$ cat config.mk
export PLATFORM = sky130hd
export DESIGN_NAME = mem_port_arbiter
export DESIGN_NICKNAME = d
export VERILOG_FILES = /design/src/rtl/mem_port_arbiter.sv
export SDC_FILE = /design/constraint.sdc
export NUM_CORES = 1
export LEC_CHECK = 0
export CAP_MARGIN = 20
export CORE_UTILIZATION = 44
export DETAILED_ROUTE_END_ITERATION = 8
export GPL_TIMING_DRIVEN = 0
export PLACE_DENSITY = 0.87
export REMOVE_ABC_BUFFERS = 1
export SYNTH_ARGS = -nofsm -noshare
export SYNTH_HDL_FRONTEND = slang
export SYNTH_SLANG_ARGS = --single-unit
$ cat constraint.sdc
create_clock -name clk_i -period 1.9 [get_ports clk_i]
set_clock_uncertainty 0.2 [all_clocks]
set_input_delay 0.38 -clock clk_i [delete_from_list [all_inputs] [get_ports clk_i]]
set_output_delay 0.38 -clock clk_i [all_outputs]
set_load 0.1 [all_outputs]
$ cat src/rtl/mem_port_arbiter.sv
// mem_port_arbiter: shares one single-ported memory between instruction fetch and load/store,
// data-first with a burst cap against fetch starvation and a watchdog abort.
module mem_port_arbiter #(
  parameter int AW = 32,
  parameter int DW = 32,
  parameter int MAX_D_BURST = 4,
  parameter int TIMEOUT = 64
) (
  input  logic            clk_i,
  input  logic            rst_ni,
  input  logic            if_req_i,
  input  logic [AW-1:0]   if_addr_i,
  output logic [DW-1:0]   if_rdata_o,
  output logic            if_done_o,
  input  logic            d_req_i,
  input  logic            d_we_i,
  input  logic [DW/8-1:0] d_be_i,
  input  logic [AW-1:0]   d_addr_i,
  input  logic [DW-1:0]   d_wdata_i,
  output logic [DW-1:0]   d_rdata_o,
  output logic            d_done_o,
  output logic            bus_err_o,
  output logic            mem_req_o,
  output logic            mem_we_o,
  output logic [DW/8-1:0] mem_be_o,
  output logic [AW-1:0]   mem_addr_o,
  output logic [DW-1:0]   mem_wdata_o,
  input  logic            mem_ready_i,
  input  logic [DW-1:0]   mem_rdata_i,
  output logic            stall_o
);
  localparam int BW = $clog2(MAX_D_BURST + 1);
  localparam int WW = $clog2(TIMEOUT);
  localparam logic [BW-1:0] B_MAX = BW'(MAX_D_BURST);
  localparam logic [WW-1:0] W_MAX = WW'(TIMEOUT - 1);
  typedef enum logic [1:0] {IDLE, BUSY, DONE} state_e;
  state_e state_q, state_d;
  logic gnt_d_q, gnt_d_d, pick_data;
  logic [BW-1:0] burst_q, burst_d;
  logic [WW-1:0] wd_q, wd_d;
  logic mem_req_q, mem_req_d, mem_we_q, mem_we_d;
  logic [DW/8-1:0] mem_be_q, mem_be_d;
  logic [AW-1:0] mem_addr_q, mem_addr_d;
  logic [DW-1:0] mem_wdata_q, mem_wdata_d, if_rdata_q, if_rdata_d, d_rdata_q, d_rdata_d;
  logic if_done_q, if_done_d, d_done_q, d_done_d, bus_err_q, bus_err_d;
  assign pick_data   = d_req_i & ~(if_req_i & (burst_q == B_MAX));
  assign if_rdata_o  = if_rdata_q;
  assign if_done_o   = if_done_q;
  assign d_rdata_o   = d_rdata_q;
  assign d_done_o    = d_done_q;
  assign bus_err_o   = bus_err_q;
  assign mem_req_o   = mem_req_q;
  assign mem_we_o    = mem_we_q;
  assign mem_be_o    = mem_be_q;
  assign mem_addr_o  = mem_addr_q;
  assign mem_wdata_o = mem_wdata_q;
  assign stall_o     = (if_req_i & ~if_done_q) | (d_req_i & ~d_done_q);
  always_comb begin
    state_d     = state_q;
    gnt_d_d     = gnt_d_q;
    burst_d     = burst_q;
    wd_d        = wd_q;
    mem_req_d   = mem_req_q;
    mem_we_d    = mem_we_q;
    mem_be_d    = mem_be_q;
    mem_addr_d  = mem_addr_q;
    mem_wdata_d = mem_wdata_q;
    if_rdata_d  = if_rdata_q;
    d_rdata_d   = d_rdata_q;
    if_done_d   = 1'b0;
    d_done_d    = 1'b0;
    bus_err_d   = 1'b0;
    case (state_q)
      IDLE: begin
        // A data grant while fetch waits extends the burst; anything else restarts it.
        burst_d = (pick_data & if_req_i) ? burst_q + 1'b1 : '0;
        if (if_req_i | d_req_i) begin
          state_d     = BUSY;
          gnt_d_d     = pick_data;
          mem_req_d   = 1'b1;
          mem_we_d    = pick_data & d_we_i;
          mem_be_d    = pick_data ? d_be_i : '1;
          mem_addr_d  = pick_data ? d_addr_i : if_addr_i;
          mem_wdata_d = pick_data ? d_wdata_i : '0;
        end
      end
      BUSY: begin
        if (mem_ready_i | (wd_q == W_MAX)) begin
          state_d    = DONE;
          mem_req_d  = 1'b0;
          wd_d       = '0;
          if_done_d  = ~gnt_d_q;
          d_done_d   = gnt_d_q;
          bus_err_d  = ~mem_ready_i;
          if_rdata_d = gnt_d_q ? if_rdata_q : (mem_ready_i ? mem_rdata_i : '0);
          d_rdata_d  = gnt_d_q ? (mem_ready_i ? mem_rdata_i : '0) : d_rdata_q;
        end else begin
          wd_d = wd_q + 1'b1;
        end
      end
      default: state_d = IDLE;
    endcase
  end
  always_ff @(posedge clk_i or negedge rst_ni) begin
    if (!rst_ni) begin
      state_q     <= IDLE;
      gnt_d_q     <= 1'b0;
      burst_q     <= '0;
      wd_q        <= '0;
      mem_req_q   <= 1'b0;
      mem_we_q    <= 1'b0;
      mem_be_q    <= '0;
      mem_addr_q  <= '0;
      mem_wdata_q <= '0;
      if_rdata_q  <= '0;
      d_rdata_q   <= '0;
      if_done_q   <= 1'b0;
      d_done_q    <= 1'b0;
      bus_err_q   <= 1'b0;
    end else begin
      state_q     <= state_d;
      gnt_d_q     <= gnt_d_d;
      burst_q     <= burst_d;
      wd_q        <= wd_d;
      mem_req_q   <= mem_req_d;
      mem_we_q    <= mem_we_d;
      mem_be_q    <= mem_be_d;
      mem_addr_q  <= mem_addr_d;
      mem_wdata_q <= mem_wdata_d;
      if_rdata_q  <= if_rdata_d;
      d_rdata_q   <= d_rdata_d;
      if_done_q   <= if_done_d;
      d_done_q    <= d_done_d;
      bus_err_q   <= bus_err_d;
    end
  end
endmodule

==> impl_summary.txt <==
----------------------------------------------------
[Status]
  Outcome ... complete, no violations

[Placed design]
  Detail Placement HPWL ... 13,700 um
  Final GP Congestion ... 0.725
  Count of placed standard cells including taps ... 1,134
  Input/output buffers ... 275
  Area post-placement ... 0.00993 mm2

[Finish]
  Synth-to-Final Area Change ... 44.7%
  Multi-input gate area ... 0.00261 mm2
  # fillers ... 1,252
  Register cell area after layout ... 0.00373 mm2
  Layout Utilization ... 0.657
  Total non-filler cell area in the finished layout ... 0.0101 mm2
  Number of nets in the final layout ... 1,103
  Cell Count, Final, Fillers Out ... 1,185
  # diodes ... 0
  Commonest non-fill, non-tap cell in the layout ... dfrtp_1
  Share of layout cells above drive strength 1 ... 0.224
  Commonest non-fill, non-tap cells in the layout ... dfrtp_1 (146), clkdlybuf4s50_1 (133), buf_2 (133), inv_1 (101), nand3_1 (100)

[Setup path]
  Beginning of the worst register-to-register path ... burst_q[0]
  Worst setup EP type ... output pin
  Family with the most delay on the worst path ... buffers and inverters
  Slowest stage cell, crit path ... clkdlybuf4s18_2
  Critical path data required time ... 1.32 ns
  CP max stage delay ... 0.54 ns
  Start point of the critical path ... mem_wdata_o[26]
  Reg-to-reg slack, setup ... 0.06 ns
  Crit path kind ... flop to output pin
  Launching element type of the critical path ... flop
  Maximum net fanout on the critical path ... 2
  Arrival time worst endpoint ... 1.29 ns
  Number of buffer and inverter stages on the critical path ... 1
  Crit-path cells ... clkdlybuf4s18_2

[Clock network]
  Number of buffers inserted during clock tree synthesis ... 17
  TritonCTS clock tree ... built
  Clock insertion delay at the later pin of the skew report ... 0.41 ns
  Total number of clock tree sinks ... 149
  Number of buffers between clock root and the deepest sink ... 2
  Clock transition time at the flip-flop clock pins of the worst setup and hold paths ... 0.06 ns
  Cell chosen for the clock root ... clkbuf_16
  CTS H-tree depth ... 4

[Global route]
  All-layer global routing usage ... 0.269
  Number of antenna violations at the first check in global routing ... 0
  Residual overflow from global routing ... 0
  Wire length of the first global-routing pass ... 34,200 um
  Maximum number of pins on one net before global-route repair ... 79
  Vias in the first global route ... 6,503

[Detailed routing]
  Average detailed-routed wire length per instance ... 18.4 um
  DRC violation total after the first TritonRoute iteration ... 315
  Number of detailed-route iterations in the first pass ... 4
  Number of nets still failing antenna checks after routing ... 0
  Vias per inst ... 5.52
  WL final ... 21,800 um
  Via count ... 6,536
  DRC ... 0

[STA]
  Post-route fraction of the period consumed by the critical path ... 0.984
  Final Hold Fails ... 0
  RSZ-0062 raised after global routing ... false
  Worst slew margin relative to its limit ... 0.500
  Count of endpoints failing setup in the final report ... 0
  Final Max Slew Viols ... 0
  Min Tclk post-route ... 1.87 ns
  Transition time at the pin with the least slew margin ... 0.751 ns
  Maximum achievable frequency ... 0.535 GHz

[Floorplanning]
  Area of the die ... 0.0163 mm2
  Area of the placeable core ... 0.0153 mm2
  Starting utilization of the core area ... 0.454
  Row cnt ... 45
  Floorplan die width ... 128 um
  Count of boundary I/O pins ... 276
  Vertical extent of the die ... 128 um

[Synthesis]
  Number of warnings issued by yosys ... 0
  EDFF count, synth ... 0
  Main combinational cell family by area after synthesis ... compound AO/OA/AOI/OAI gates
  Part of the Yosys area used for sequential elements ... 0.536
  Compound-cell area share of the yosys netlist ... 0.198
  Number of instances in the synthesized netlist ... 701
  Most frequently used flop master after synthesis ... dfrtp_1
  Total standard cell area after synthesis ... 0.00696 mm2
  Synth Register Bits ... 149
  Fraction of synthesized cell area in xor and xnor cells ... 0
  Avg Cell Area, Syn ... 9.92 um2
  Mux share of post-synthesis cell area ... 0.00144
  Simple-gate share of the synthesized area ... 0.158
  Netlist cell types ... 42
  Adder-cell share of the synthesized area ... 0.00540
  Share of flip-flops with an asynchronous set or reset after synthesis ... 1.00

[Worst hold path]
  Source of the worst hold timing path ... if_req_i
  Worst hold-check path type ... input port to flop

[Job]
  MaxCap Viol Count ... 0

----------------------------------------------------
[kinds of logic after synthesis]
logic type,count (synthesis)
AO/OA/AOI/OAI,184
flip-flops,149
AND/OR/NAND/NOR,197
multiplexers,1
adder cells (fa/ha/maj),3
buffers and inverters,167
[synth_stat cells, drive strengths merged, types with 2 or more instances]
cell      n  area share
and2      4      0.0036
nand2b   34       0.031
o22a      4      0.0050
clkbuf   32       0.018
ha        3      0.0054
o211ai   65       0.070
nand2    10      0.0058
nand4    35       0.031
inv     102       0.055
buf      33       0.028
nand3   101       0.073
a21oi     2      0.0031
o221ai   32       0.040
or2       2      0.0018
dfrtp   149        0.54
nor2      3      0.0020
a22o     33       0.042
o21ai    43       0.031
[state kept, by name, summed over array words and instances (netlist names), 2 cells and up]
name,cells
burst_q,3
d_rdata_o,32
if_rdata_o,32
mem_addr_o,32
mem_be_o,4
mem_wdata_o,32
state_q,2
wd_q,6
[cell type report]
class,instances,share of cell area
Inverter,102,0.0380
Clock buffer,20,0.0434
Multi-Input combinational cell,388,0.259
Tap cell,211,0.0262
Timing Repair Buffer,304,0.249
Clock inverter,11,0.0126
Sequential cell,149,0.371
[final timing paths]
kind	depth (start not counted)	endpoint
min in group asynchronous	2	d_rdata_o[27]
max in group asynchronous	3	state_q[0]
worst min-delay path	3	burst_q[1]
worst min register to register	1	mem_be_o[1]
worst max-delay path	1	mem_wdata_o[26]
worst max register to register	5	mem_addr_o[1]
[layer usage]
| layer | routed length, um | vias up | part of all wire | global-route usage |
|---|---|---|---|---|
| met1 | 8800 | 3179 | 0.40 | 0.323 |
| met2 | 10600 | 276 | 0.49 | 0.450 |
| met5 | 7 | - | 0.00032 | 0 |
| met3 | 1790 | 39 | 0.082 | 0.0743 |
| met4 | 591 | 2 | 0.027 | 0.122 |
| li1 | - | 3040 | - | - |
[per-stage QoR]
| step | setup slack (ns) | hold WS, ns | TNS, ns |
|---|---|---|---|
| after detailed placement | -1.48 | 0.272 | -125.44 |
| after global routing | 0.00112 | 0.148 | 0 |
| after floorplan | -1.25 | -0.116 | -114.42 |
| after CTS | 0.00000422 | 0.154 | 0 |
| after global placement | -5.92 | 0.288 | -1252.53 |
| final | 0.0313 | 0.148 | 0 |
[repair_timing]
item,4_1_cts,5_1_grt
endpoints found under the setup margin,274,133
gates cloned,3,1
endpoints found under the hold margin,77,0
gates resized for setup,685,27
pin swaps,4,3
hold buffers,1,0
buffers inserted,9,6
Power is left out: the tool's default activity adds up to more than one toggle a clock period on the data nets, which glitch-free logic cannot reach.
